--- src/rtl/qs_stream_sorter_pkg.sv ---
// Shared types and the ordering predicate for the streaming insertion sorter.
package qs_stream_sorter_pkg;

    // Widest data word any instance may use; narrower instances zero the upper bits.
    localparam int MAX_W = 64;

    typedef enum logic [1:0] {
        IDLE,
        LOAD,
        DRAIN
    } state_t;

    typedef struct packed {
        logic             vld;
        logic [MAX_W-1:0] dat;
    } cell_t;

    // True when a sorts strictly before b; an empty cell sorts after everything.
    function automatic logic is_before(input cell_t a, input cell_t b, input logic desc);
        logic res;
        if (!a.vld) begin
            res = 1'b0;
        end else if (!b.vld) begin
            res = 1'b1;
        end else begin
            res = desc ? (a.dat > b.dat) : (a.dat < b.dat);
        end
        return res;
    endfunction

endpackage

--- src/rtl/qs_stream_sorter_cell.sv ---
// One systolic insertion cell: keep, take the new word, take the left neighbour,
// or shift in the right neighbour while draining.
module qs_stream_sorter_cell
    import qs_stream_sorter_pkg::*;
#(
    parameter bit IS_FIRST = 1'b0
) (
    input  logic  clk,
    input  logic  rst,
    input  logic  clr,
    input  logic  ins,
    input  logic  pop,
    input  logic  desc,
    input  cell_t x,
    input  cell_t prev,
    input  cell_t nxt,
    output cell_t cell_r
);

    cell_t cell_q, cell_d;
    logic  self_after;
    logic  prev_after;

    always_comb begin
        // NOTE: every combinational output gets a default first so no path infers a latch.
        cell_d     = cell_q;
        self_after = is_before(x, cell_q, desc);
        prev_after = is_before(x, prev, desc);
        if (clr) begin
            cell_d = (IS_FIRST && ins) ? x : '0;
        end else if (pop) begin
            cell_d = nxt;
        end else if (ins && self_after) begin
            // Equal keys are never "after", so a repeated key lands behind its twin.
            cell_d = (IS_FIRST || !prev_after) ? x : prev;
        end
    end

    always_ff @(posedge clk) begin
        // NOTE: only the valid bit needs reset; stale data in an empty cell is never observed.
        if (!rst) begin
            cell_q.vld <= 1'b0;
        end else begin
            // NOTE: sequential state uses non-blocking assignments so all cells update together.
            cell_q <= cell_d;
        end
    end

    assign cell_r = cell_q;

endmodule

--- src/rtl/qs_stream_sorter.sv ---
// Streaming packet sorter: packet FSM, length/drain counters, output register
// and an N-deep array of insertion cells.
module qs_stream_sorter
    import qs_stream_sorter_pkg::*;
#(
    parameter int W     = 32,
    parameter int N     = 16,
    parameter int CNT_W = $clog2(N + 1)
) (
    input  logic         clk,
    input  logic         rst,
    input  logic         cfg_desc,
    input  logic         in_vld,
    input  logic         in_sop,
    input  logic         in_eop,
    input  logic [W-1:0] in_dat,
    output logic         in_rdy_r,
    input  logic         out_rdy,
    output logic         out_vld_r,
    output logic         out_sop_r,
    output logic         out_eop_r,
    output logic         out_err_r,
    output logic [W-1:0] out_dat_r,
    output logic [15:0]  stat_drop_r
);

    state_t             state_q, state_d;
    logic               in_rdy_q, in_rdy_d;
    logic               desc_q, desc_d;
    logic               err_q, err_d;
    logic [CNT_W-1:0]   len_q, len_d;
    logic [CNT_W-1:0]   pop_cnt_q, pop_cnt_d;
    logic               out_vld_q, out_vld_d;
    logic               out_sop_q, out_sop_d;
    logic               out_eop_q, out_eop_d;
    logic               out_err_q, out_err_d;
    logic [W-1:0]       out_dat_q, out_dat_d;
    logic [15:0]        drop_q, drop_d;

    logic               acc;
    logic               ins;
    logic               clr;
    logic               pop;
    logic               load_ok;
    logic               cur_desc;
    cell_t              x;
    cell_t              cells_q [N];

    always_comb begin
        state_d   = state_q;
        in_rdy_d  = in_rdy_q;
        desc_d    = desc_q;
        err_d     = err_q;
        len_d     = len_q;
        pop_cnt_d = pop_cnt_q;
        out_vld_d = out_vld_q;
        out_sop_d = out_sop_q;
        out_eop_d = out_eop_q;
        out_err_d = out_err_q;
        out_dat_d = out_dat_q;
        drop_d    = drop_q;
        ins       = 1'b0;
        clr       = 1'b0;
        pop       = 1'b0;
        load_ok   = 1'b0;
        acc       = in_vld && in_rdy_q;
        cur_desc  = (acc && in_sop) ? cfg_desc : desc_q;
        x         = '0;
        x.vld     = 1'b1;
        x.dat[W-1:0] = in_dat;

        case (state_q)
            IDLE: begin
                if (acc && in_sop) begin
                    desc_d    = cfg_desc;
                    ins       = 1'b1;
                    len_d     = CNT_W'(1);
                    err_d     = 1'b0;
                    pop_cnt_d = '0;
                    if (in_eop) begin
                        state_d  = DRAIN;
                        in_rdy_d = 1'b0;
                    end else begin
                        state_d = LOAD;
                    end
                end
            end
            LOAD: begin
                if (acc) begin
                    if (in_sop) begin
                        // Abort: the new sop word restarts the array in the same cycle.
                        clr    = 1'b1;
                        ins    = 1'b1;
                        desc_d = cfg_desc;
                        len_d  = CNT_W'(1);
                        err_d  = 1'b0;
                        drop_d = (drop_q != 16'hFFFF) ? drop_q + 16'd1 : drop_q;
                    end else if (len_q == CNT_W'(N)) begin
                        err_d = 1'b1;
                    end else begin
                        ins   = 1'b1;
                        len_d = len_q + CNT_W'(1);
                    end
                    if (in_eop) begin
                        state_d  = DRAIN;
                        in_rdy_d = 1'b0;
                    end
                end
            end
            DRAIN: begin
                load_ok = !out_vld_q || out_rdy;
                if (load_ok && (pop_cnt_q < len_q)) begin
                    pop       = 1'b1;
                    out_vld_d = 1'b1;
                    out_dat_d = cells_q[0].dat[W-1:0];
                    out_sop_d = (pop_cnt_q == '0);
                    out_eop_d = (pop_cnt_q == len_q - CNT_W'(1));
                    out_err_d = (pop_cnt_q == len_q - CNT_W'(1)) && err_q;
                    pop_cnt_d = pop_cnt_q + CNT_W'(1);
                end else if (out_vld_q && out_rdy) begin
                    out_vld_d = 1'b0;
                    out_sop_d = 1'b0;
                    out_eop_d = 1'b0;
                    out_err_d = 1'b0;
                end
                if (out_vld_q && out_rdy && out_eop_q) begin
                    state_d  = IDLE;
                    in_rdy_d = 1'b1;
                end
            end
            default: begin
                state_d  = IDLE;
                in_rdy_d = 1'b1;
            end
        endcase
    end

    always_ff @(posedge clk) begin
        if (!rst) begin
            state_q   <= IDLE;
            in_rdy_q  <= 1'b1;
            desc_q    <= 1'b0;
            err_q     <= 1'b0;
            len_q     <= '0;
            pop_cnt_q <= '0;
            out_vld_q <= 1'b0;
            out_sop_q <= 1'b0;
            out_eop_q <= 1'b0;
            out_err_q <= 1'b0;
            out_dat_q <= '0;
            drop_q    <= '0;
        end else begin
            state_q   <= state_d;
            in_rdy_q  <= in_rdy_d;
            desc_q    <= desc_d;
            err_q     <= err_d;
            len_q     <= len_d;
            pop_cnt_q <= pop_cnt_d;
            out_vld_q <= out_vld_d;
            out_sop_q <= out_sop_d;
            out_eop_q <= out_eop_d;
            out_err_q <= out_err_d;
            out_dat_q <= out_dat_d;
            drop_q    <= drop_d;
        end
    end

    for (genvar i = 0; i < N; i++) begin : g_cell
        cell_t prev;
        cell_t nxt;
        if (i == 0) begin : g_head
            assign prev = '0;
        end else begin : g_body
            assign prev = cells_q[i-1];
        end
        if (i == N - 1) begin : g_tail
            assign nxt = '0;
        end else begin : g_link
            assign nxt = cells_q[i+1];
        end
        qs_stream_sorter_cell #(
            .IS_FIRST (i == 0)
        ) u_cell (
            .clk    (clk),
            .rst    (rst),
            .clr    (clr),
            .ins    (ins),
            .pop    (pop),
            .desc   (cur_desc),
            .x      (x),
            .prev   (prev),
            .nxt    (nxt),
            .cell_r (cells_q[i])
        );
    end

    assign in_rdy_r    = in_rdy_q;
    assign out_vld_r   = out_vld_q;
    assign out_sop_r   = out_sop_q;
    assign out_eop_r   = out_eop_q;
    assign out_err_r   = out_err_q;
    assign out_dat_r   = out_dat_q;
    assign stat_drop_r = drop_q;

endmodule

--- config.mk ---
export PLATFORM = sky130hd
export DESIGN_NAME = qs_stream_sorter
export DESIGN_NICKNAME = d
export VERILOG_FILES = /design/src/rtl/qs_stream_sorter_pkg.sv /design/src/rtl/qs_stream_sorter_cell.sv /design/src/rtl/qs_stream_sorter.sv
export SDC_FILE = /design/constraint.sdc
export NUM_CORES = 2
export LEC_CHECK = 0
export CELL_PAD_IN_SITES_DETAIL_PLACEMENT = 0
export CELL_PAD_IN_SITES_GLOBAL_PLACEMENT = 1
export CORE_ASPECT_RATIO = 2
export CORE_UTILIZATION = 46
export CTS_CLUSTER_SIZE = 25
export DETAILED_ROUTE_END_ITERATION = 16
export PLACE_DENSITY_LB_ADDON = 0.1
export SLEW_MARGIN = 20
export SYNTH_ARGS = -nofsm -noshare
export SYNTH_HDL_FRONTEND = slang
export SYNTH_HIERARCHICAL = 1
export SYNTH_SLANG_ARGS = --single-unit
--- constraint.sdc ---
create_clock -name clk -period 6.45 [get_ports clk]
set_input_delay 0.9675 -clock clk [delete_from_list [all_inputs] [get_ports clk]]
set_output_delay 0.9675 -clock clk [all_outputs]
set_load 0.02 [all_outputs]
==> results.yml <==
place:
  gp_congestion: 0.952
  dp_hpwl_um: 340000
  pre_cts_ws_ps: 44.7
  placed_area_mm2: 0.128
  port_buffers: 91
global_routing:
  grt_max_degree: 200
  track_usage_pct: 33.2
  grt_first_pass_wirelength_um: 639000
  antenna_found_initial: 19
  first_global_vias: 105000
  grt-ovfl-total: 0
cts:
  cts.repair.resized: 0
  root_buffer: "clkbuf_16"
  cts_tree: "built"
  htreeDepth: 3
  holdBufCountCts: 0
  insertion_delay_ps: 810
  cts_buffer_depth: 3
  numCtsBuffers: 120
  clk_pin_slew_worst_paths_ps: 70
  cts_setup_buffers: 0
  cts.sinks: 1107
timing:
  period_share_pct: 89.3
  tightest_slew_ps: 1530
  fin_tns_setup_ps: 0
  setup_slack_ps: 688
  max_freq_mhz: 174
  hold_viol: 0
  whs_ps: 468
  drv_slew: 3
  slew_headroom_pct: -1.73
  setup_viol: 0
  fin_crit_ps: 5760
  rsz0062_at_grt: "no"
  fin_skew_ps: 36.6
setup_path:
  crit_path_start_kind: "input port"
  endpoint_kind: "flip-flop"
  r2r_start: "g_cell[11].u_cell/cell_r[27]"
  worst-setup-path-type: "input port to flip-flop"
  rrSetupSlack_ps: 950
  path_max_fanout: 36
  cp.required_ps: 7050
  crit_arrival_ps: 6370
  crit_start: "in_dat[20]"
routing:
  drt_iter0_markers: 5485
  vias_per_cell: 5.64
  m1WireLength_um: 138000
  drt_wl_total_um: 431000
  post_drt_wl_per_cell_um: 23.9
  via_count: 102000
  top_layer: "met5"
  ant_nets: 0
  drtPass1Iterations: 6
  wl_met2_um: 221000
  drc: 0
  met3_length_um: 13800
power:
  finalPower_uw: 22000
  switchingPower_uw: 7260
  clock_power_share_pct: 34.7
  power_frac_comb_pct: 25.7
  swShare_pct: 33.0
  p_int_uw: 14700
  leakagePower_uw: 0.0654
  power_density_mw_per_mm2: 166
  peakVddDrop_uv: 247
  seq_power_share_pct: 39.7
finish:
  ff_latch_area_mm2: 0.0324
  multi_input_area_mm2: 0.0761
  nFillCells: 23800
  most-common-layout-cells: "2994 x inv_1, 1994 x ha_1, 1647 x a21oi_1"
  drive_above_1_share_pct: 10.9
  stdcell_area_mm2: 0.132
  layout_commonest_cell: "inv_1"
  syn2layout_area_growth_pct: 13.5
  layout.nets: 16700
synthesis:
  yosys_warnings: 6
  synth_seq_area_share_pct: 27.9
  synth_top_area_share_pct: 26.4
  syn_inst: 13100
  ys.flop_type: "edfxtp_1"
  postSynth.asyncResetShare_pct: 0
  synth_edf_count: 1024
  avgSynthCellArea_um2: 8.87
  syn_area_mm2: 0.116
  post-synth-top-area-cell: "edfxtp_1"
  yosysUniqueCellTypes: 99
  ys_ff_latch: 1107
  synth_area_leaders: "edfxtp_1 26%, ha_1 21%, a221oi_2 12%"
die:
  fp.dieW_um: 358
  start_util_pct: 46.3
  dieArea_mm2: 0.255
  io_pins: 92
  core_mm2: 0.251
  die_y_um: 713
  row_count: 260
run:
  cap_violations: 0
worst_hold_path:
  hold_path_startpoint: "desc_q"
  hold_class: "flip-flop to flip-flop"
outcome:
  violations: "max-slew violations"
  status: "finished with violations"
## path summary, 6_finish.rpt
check / to / cells after the start
worst min-delay path: desc_q / 2
worst max register to register: g_cell[12].u_cell/cell_r[30] / 12
worst min register to register: desc_q / 2
worst max-delay path: g_cell[12].u_cell/cell_r[30] / 13
## critical path, stage by stage
cell	delay, ps
buf_2	540
buf_4	320
ha_1	160
nand4_1	150
nor4_1	830
nand4_1	820
a31oi_1	1070
or4b_4	320
o211a_1	210
o21a_2	220
buf_12	210
a21oi_1	120
a221oi_1	330
## through the flow
stage | std cells | utilization, %
after detailed placement | 17800 | 50.9
after floorplan | 14700 | -
final | 18000 | 52.5
after global routing | 18000 | 52.5
after global placement | 17800 | 50.8
after CTS | 18000 | 52.5
## registers in the layout, indices dropped and copies added (netlist names)
name / cells
g_cell.u_cell/cell_r: 1040
out_dat_r: 32
stat_drop_r: 16
len_q: 5
pop_cnt_q: 5
state_q: 2
desc_q: 1
err_q: 1
in_rdy_r: 1
out_eop_r: 1
out_err_r: 1
out_sop_r: 1
out_vld_r: 1
## routing by layer
layer,up-vias,track usage [%]
li1,48600,-
met1,49200,29.8
met2,2649,60.5
met3,1274,3.25
met4,8,38.2
met5,-,0
## kinds of logic after synthesis
family	synth area share, %
mux	0.180
buf+inv	12.4
compound gates	28.2
xor+xnor	0.0527
fa+ha+maj	21.5
flops	27.9
other cells	0.00646
simple gates	9.84
## power by group through the flow
stage                     Combinational [uW]  Clock (uW)  Sequential (uW)
after floorplan                         3970           0             8660
after global placement                  5130           0             8850
after detailed placement                5380           0             8860
after CTS                               5400        7790             8700
after global routing                    6240        7950             8740
final                                   5640        7610             8710
## cells in the mapped netlist (16+ instances only)
cell and instances:
edfxtp_1 1024, nand2_1 1240, a22o_1 65, nor2b_1 50, a21o_1 519, nor4_1 77
a2bb2oi_1 16, dfxtp_1 83, buf_1 24, o311ai_0 16, o211ai_1 31, inv_1 2996
nand4_1 444, a41oi_1 78, a211oi_1 47, buf_6 92, o21a_1 33, or4_1 20
buf_4 29, nand2b_1 34, buf_2 86, o22ai_1 16, o211a_1 28, o21ai_0 282
nor3_1 38, a21oi_1 1649, and4_1 46, o21ai_1 92, ha_1 1994, clkbuf_1 331
a221oi_1 91, nor2_1 192, nand3_1 170, a221oi_2 916, a31oi_1 16
## layout make-up
cell class,count,area share (%)
Multi-Input combinational cell,10000,57.7
Sequential cell,1107,24.6
Inverter,2998,8.54
Tap cell,3275,3.11
Timing Repair Buffer,375,2.98
Clock buffer,152,2.46
Clock inverter,75,0.630
Antenna cell,22,0.0417
Power figures use the tool's default switching activity.
